<file path="src/rtl/payload_capture_fifo.sv">
// Byte FIFO behind the sync-pattern comparator: captures DBUS while WREN is high,
// reports each burst's accepted length, and drains through a one-cycle read handshake.
module payload_capture_fifo #(
  parameter int DEPTH = 16,
  parameter int AW    = 4
) (
  input  logic          CLK,
  input  logic          RST,
  input  logic [7:0]    DBUS,
  input  logic          WREN,
  input  logic          RD_EN,
  output logic [7:0]    RD_DATA,
  output logic          RD_VALID,
  output logic          EMPTY,
  output logic          FULL,
  output logic [AW:0]   COUNT,
  output logic          FRAME_RDY,
  output logic [AW:0]   BURST_LEN,
  output logic          OVERFLOW
);

  localparam logic [AW:0] DEPTH_C = (AW+1)'(DEPTH);

  typedef enum logic {IDLE, BURST} state_e;

  logic [7:0]    mem [DEPTH];
  logic [AW-1:0] wr_ptr_q, wr_ptr_d;
  logic [AW-1:0] rd_ptr_q, rd_ptr_d;
  logic [AW:0]   cnt_q, cnt_d;
  logic [7:0]    rd_data_q, rd_data_d;
  logic          rd_valid_q, rd_valid_d;
  logic          ovf_q, ovf_d;
  state_e        state_q, state_d;
  logic [AW:0]   bcnt_q, bcnt_d;
  logic          frame_q, frame_d;
  logic [AW:0]   blen_q, blen_d;
  logic          rd_ok, wr_ok;

  // Read is decided on the pre-write occupancy, so an empty FIFO never bypasses.
  assign rd_ok = RD_EN && (cnt_q != '0);
  assign wr_ok = WREN && ((cnt_q != DEPTH_C) || rd_ok);

  always_comb begin
    wr_ptr_d   = wr_ptr_q;
    rd_ptr_d   = rd_ptr_q;
    cnt_d      = cnt_q;
    rd_data_d  = rd_data_q;
    rd_valid_d = 1'b0;
    ovf_d      = ovf_q;
    if (wr_ok) wr_ptr_d = wr_ptr_q + AW'(1);
    if (WREN && !wr_ok) ovf_d = 1'b1;
    if (rd_ok) begin
      rd_data_d  = mem[rd_ptr_q];
      rd_ptr_d   = rd_ptr_q + AW'(1);
      rd_valid_d = 1'b1;
    end
    if (wr_ok && !rd_ok) cnt_d = cnt_q + (AW+1)'(1);
    else if (rd_ok && !wr_ok) cnt_d = cnt_q - (AW+1)'(1);
  end

  always_comb begin
    state_d = state_q;
    bcnt_d  = bcnt_q;
    frame_d = 1'b0;
    blen_d  = blen_q;
    case (state_q)
      IDLE: if (WREN) begin
        state_d = BURST;
        bcnt_d  = wr_ok ? (AW+1)'(1) : '0;
      end
      BURST: if (WREN) begin
        if (wr_ok && bcnt_q != DEPTH_C) bcnt_d = bcnt_q + (AW+1)'(1);
      end else begin
        state_d = IDLE;
        frame_d = 1'b1;
        blen_d  = bcnt_q;
      end
      default: state_d = IDLE;
    endcase
  end

  // Storage is deliberately left out of reset.
  always_ff @(posedge CLK) begin
    if (wr_ok && !RST) mem[wr_ptr_q] <= DBUS;
  end

  always_ff @(posedge CLK or posedge RST) begin
    if (RST) begin
      wr_ptr_q   <= '0;
      rd_ptr_q   <= '0;
      cnt_q      <= '0;
      rd_data_q  <= '0;
      rd_valid_q <= 1'b0;
      ovf_q      <= 1'b0;
      state_q    <= IDLE;
      bcnt_q     <= '0;
      frame_q    <= 1'b0;
      blen_q     <= '0;
    end else begin
      wr_ptr_q   <= wr_ptr_d;
      rd_ptr_q   <= rd_ptr_d;
      cnt_q      <= cnt_d;
      rd_data_q  <= rd_data_d;
      rd_valid_q <= rd_valid_d;
      ovf_q      <= ovf_d;
      state_q    <= state_d;
      bcnt_q     <= bcnt_d;
      frame_q    <= frame_d;
      blen_q     <= blen_d;
    end
  end

  assign RD_DATA   = rd_data_q;
  assign RD_VALID  = rd_valid_q;
  assign COUNT     = cnt_q;
  assign EMPTY     = (cnt_q == '0);
  assign FULL      = (cnt_q == DEPTH_C);
  assign FRAME_RDY = frame_q;
  assign BURST_LEN = blen_q;
  assign OVERFLOW  = ovf_q;

endmodule

</file>
<file path="config.mk">
export PLATFORM = sky130hd
export DESIGN_NAME = payload_capture_fifo
export DESIGN_NICKNAME = d
export VERILOG_FILES = /design/src/rtl/payload_capture_fifo.sv
export SDC_FILE = /design/constraint.sdc
export NUM_CORES = 1
export LEC_CHECK = 0
export CORE_MARGIN = 2
export CORE_UTILIZATION = 53
export DETAILED_ROUTE_END_ITERATION = 8
export PLACE_DENSITY = 0.75
export SLEW_MARGIN = 20
export SYNTH_ARGS = -nofsm -noshare
export SYNTH_HDL_FRONTEND = slang
export SYNTH_SLANG_ARGS = --single-unit
</file>
<file path="constraint.sdc">
create_clock -name CLK -period 2.75 [get_ports CLK]
set_input_delay 0.4125 -clock CLK [delete_from_list [all_inputs] [get_ports CLK]]
set_output_delay 0.4125 -clock CLK [all_outputs]
set_load 0.05 [all_outputs]
</file>
## Word-level counts from Yosys, hierarchy flattened

Memories as Yosys holds them, arrays and structs flattened. A register that Yosys moved wholly into a read port is not among the register bits.
Index checks and enable logic that the tools add are counted.

- Flip-flop bits (word level): 27
- RAM bits: 128
- Output and inout port bits: 23
- Logic and storage cells: 52
- Memories kept: 1

Memories:

| memory | words | width | read ports | clocked after Yosys merged registers in | write ports | RTL line | text |
|---|---|---|---|---|---|---|---|
| mem | 16 | 8 | 1 | 1 | 1 | 26 | `logic [7:0] mem [DEPTH];` |

- Add/subtract/negate cells: 5
- Equal/unequal tests: 6
- Multiplexer cells: 13
- Bitwise operators: 2
- Reductions and logical operators: 16

Operators with widths:

| kind | count |
|---|---|
| $mux W5 | 5 |
| $add A5 B1 Y5 const B | 2 |
| $ne A5 B5 Y1 const B | 2 |
| $pmux W5 S2 | 1 |
| $add A4 B1 Y4 const B | 2 |
| $logic_and A1 B1 Y1 | 7 |
| $mux W1 | 7 |
| $eq A5 B5 Y1 const B | 1 |
| $logic_not A5 Y1 | 1 |
| $reduce_bool A5 Y1 | 1 |
| $sub A5 B1 Y5 const B | 1 |
| $ne A2 B2 Y1 const B | 2 |
| $logic_not A1 Y1 | 3 |
| $reduce_and A3 Y1 | 1 |
| $ne A2 B1 Y1 const B | 1 |
| $not A1 Y1 | 2 |
| $reduce_and A2 Y1 | 1 |
| $reduce_bool A2 Y1 | 1 |
| $logic_or A1 B1 Y1 | 1 |

## Depth between registers and ports, before layout

- Word-level depth: 8
- Mapped depth: 10
- Depth with buffers taken out: 9

## Least setup slack after synthesis

OpenSTA, ideal clock, no wires.

- Path kind: reg-to-reg
- From: register cnt_q[0], in the netlist COUNT[0]
- To: register cnt_q[4], in the netlist COUNT[4]
- Library setup time: 0.133 ns
- Arrival: 2.943 ns
- Required time: 2.617 ns
- Setup slack: -0.326 ns
- Stages on the path, launching flop included: 11
- Clock period less this slack: 3.076 ns
- Path through: dfrtp_1 or4_4 o21ai_4 buf_4 ha_1 inv_1 fa_1 a21o_1 a21oi_1 mux2i_1 xnor2_1

- Cells in the longest elaborated chain, start to end: 7
- Elaborated cells between the ends (all ways): 14

RTL lines:

| item | RTL line | text |
|---|---|---|
| from (decl) | 29 | `logic [AW:0] cnt_q, cnt_d;` |
| from (signal assigned) | 102 | `cnt_q <= cnt_d;` |
| parallel branches: the longest is 7 deep, another holds $sub A5 B1 Y5 | n/a |  |

Several ways; the timed one is not identified. The select of a mux whose other input is x is not followed.
A chain may end at the register's enable or synchronous reset.

## Final worst setup path

- From: register cnt_q[2], in the netlist COUNT[2]
- To: register cnt_q[4], in the netlist COUNT[4]

Same word-level chain as after synthesis.

==> results.yml <==
worst_setup_path:
  r2r_cells: 9
  path_cells: "or4_4, o21ai_4, ha_4, inv_2, fa_2, a21o_1, a21oi_2, mux2i_1, xnor2_1"
  rr_startpoint: "COUNT[2]"
  cp.arrival_ns: 2.91
  path_max_fanout: 5
  cpPeakStageDelay_ns: 0.57
  r2r_setup_slack_ns: 0.18
  startpoint_type: "flop"
  critPathKind: "reg2reg"
  timing.rr.end: "COUNT[4]"
  cp_slowest_cell: "or4_4"
  end_kind: "flop"
  worstPathRequired_ns: 3.10
yosys:
  synth_nets: 383
  synthFlopType: "edfxtp_1"
  synth_area_sq_mm: 0.006560
  synthMostInstantiatedCell: "edfxtp_1"
  async_flop_share_pct: 21.47
  yosys.area.top_type: "edfxtp_1"
  seq_area_frac_synth_pct: 71.94
  synth_top_area_share_pct: 58.59
  synth_cells: 359
  ys_ff_latch: 163
  yosysWarningCount: 0
  synth_edf_count: 128
  avgSynthCellArea_sq_um: 18.27
  synth_area_leaders: "edfxtp_1 (59%), dfrtp_1 (13%), mux4_2 (11%)"
  synthTopCellsByCount: "edfxtp_1 (128), dfrtp_1 (35), mux4_2 (33), nand2_1 (23), nor2_1 (19)"
  synth_cell_type_count: 38
grt:
  antenna_found_initial: 0
  gr-total-overflow: 0
  grt_pass1_vias: 3447
  grt_use_total_pct: 20.49
  grt_max_degree: 36
  grt_pass1_wl_um: 19350
final_layout:
  antennaDiodeCount: 0
  layout.nets: 442
  fin_util_pct: 64.08
  drive_gt1_share_pct: 22.33
  fin_cells: 598
  area_delta_synth_final_pct: 17.81
floorplanning:
  die_area_sq_mm: 0.01328
  rows: 40
  die_h_um: 115.3
  fp.dieW_um: 115.3
  start_util_pct: 54.39
  pin_count: 35
  core_area_sq_mm: 0.01206
power:
  report.power.total_uw: 7863
  internal-power_uw: 5274
  swShare_pct: 32.93
  pwr_density_cell_mw_per_mm2: 1017
  power_frac_comb_pct: 32.9
  clockPowerShare_pct: 25.7
  ir_drop_v: 0.0005431
  leakagePower_uw: 0.002757
  switchingPower_uw: 2589
  pwr-share-seq_pct: 41.3
place:
  dp.cells: 567
  place_congestion: 0.8325
  dp_hpwl_um: 7805
  dp_slack_ns: 0.004462
  portBuffers: 34
clocking:
  htree_num_levels: 4
  clkSinkCount: 163
  cts_made_buffers: 17
  cts_root_buffer: "clkbuf_16"
  clk_pin_slew_ns: 0.06
  clk_latency_ns: 0.43
  cts_max_path_buffers: 2
  cts_tree: "yes"
timing:
  maxSlewViolCount: 0
  finalHoldViolations: 0
  rsz0062_at_grt: "false"
  clock.fmax_mhz: 389.5
  tightest_slew_ns: 0.6921
  period_needed_ns: 2.568
  relSlewSlack_pct: 53.72
  timing.final.crit_share_pct: 93.36
  setup_viol: 0
  fin_ws_ns: 0.1825
  skew_ns: 0.02057
routing:
  dr.pass1.iters: 4
  wl_per_cell_um: 20.24
  wl_um: 12100
  vias_per_cell: 5.604
  vias: 3351
  drt-initial-drc-count: 326
  drc: 0
  ant_nets: 0
min_path:
  holdPathEnd: "OVERFLOW"
  hold_path_startpoint: "OVERFLOW"
  hp-class: "reg2reg"
  holdPathStages: 1
run_status:
  status: "finished clean"
run:
  max_cap_viol_count: 0
-- per-layer routing --
layer / track usage, % / share of wire [%] / up-vias / wire length [um]
met5: 0 / 0 / - / 0
met4: 7.791 / 1.9 / 0 / 236
met3: 5.535 / 7.1 / 17 / 857
met2: 31.61 / 50 / 102 / 6026
met1: 28.32 / 41 / 1705 / 4982
li1: - / - / 1527 / -
-- power groups by stage --
stage	Clock, uW	Combinational, uW	Sequential (uW)
6_report	2020	2590	3250
4_1_cts	2060	2620	3240
5_1_grt	2150	2800	3300
2_1_floorplan	0	1560	3590
3_3_place_gp	0	2570	3270
3_5_place_dp	0	2620	3290
-- worst max-delay path, delay by kind of cell (launching register included) --
family,cells,cell delay (ns)
AOI/OAI and AO/OA,3,0.53
xor gates and xnor gates,1,0.14
adders and majority gates,2,0.51
buffers and inverters,1,0.06
DFF,1,0.44
muxes,1,0.25
and+or+nand+nor,1,0.57
-- worst max-delay path by stage --
stage / cells past startpoint / start / end
4_1_cts: 9 / COUNT[1] / COUNT[4]
3_5_place_dp: 10 / RD_EN / COUNT[4]
5_1_grt: 9 / COUNT[2] / COUNT[4]
6_report: 9 / COUNT[2] / COUNT[4]
3_3_place_gp: 10 / RD_EN / COUNT[4]
2_1_floorplan: 10 / COUNT[2] / COUNT[4]
-- state kept, by name, summed over array words and instances (netlist names) --
| name | flops |
|---|---|
| mem | 128 |
| wr_ptr_q | 4 |
| bcnt_q | 5 |
| BURST_LEN | 5 |
| rd_ptr_q | 4 |
| state_q | 1 |
| OVERFLOW | 1 |
| FRAME_RDY | 1 |
| RD_DATA | 8 |
| COUNT | 5 |
| RD_VALID | 1 |
-- cell type report --
cell class                      count  area [sq um]
Clock buffer                       22         444.2
Clock inverter                      9         60.06
Fill cell                         829          4333
Inverter                           10         37.54
Multi-Input combinational cell    171          1733
Sequential cell                   163          4723
Tap cell                          168         210.2
Timing Repair Buffer               55         520.5
-- placed cells by master (no fill, tap or decap), types with 5 or more instances in the layout --
master and n:
dfrtp_1 32, a21o_1 10, and3_1 5, clkdlybuf4s50_1 32, inv_1 8, nor2_1 19, nand2_1 23, clkbuf_1 5
a211oi_1 7, ha_1 10, o21ai_0 7, clkbuf_16 17, edfxtp_1 128, mux2i_1 9, xnor2_1 11, buf_4 19
mux4_2 33, o22ai_1 7
-- kinds of logic (layout without fill, tap and decap cells) --
family,Yosys count,in the layout,synth area share (%)
flip-flops,163,163,71.94
AND/OR/NAND/NOR,62,62,4.463
multiplexers,46,46,13.39
AO/OA/AOI/OAI,39,39,4.139
buffers and inverters,25,96,2.060
adder cells (fa/ha/maj),12,12,2.403
XOR/XNOR,12,12,1.602
-- per-stage QoR --
step	hold WS [ns]	instance area, sq um	setup TNS (ns)
after floorplan	0.4439	6586	-0.04512
after global placement	0.4407	7218	0
after detailed placement	0.4509	7218	0
after CTS	0.4645	7720	0
after global routing	0.4886	7729	0
final	0.4613	7729	0
-- repair_timing --
action,in CTS,in global routing
gates resized for setup,2,1
setup buffers,0,0
hold buffers,0,0
setup endpoints to repair,2,1
(Power assumes the default switching activity.)
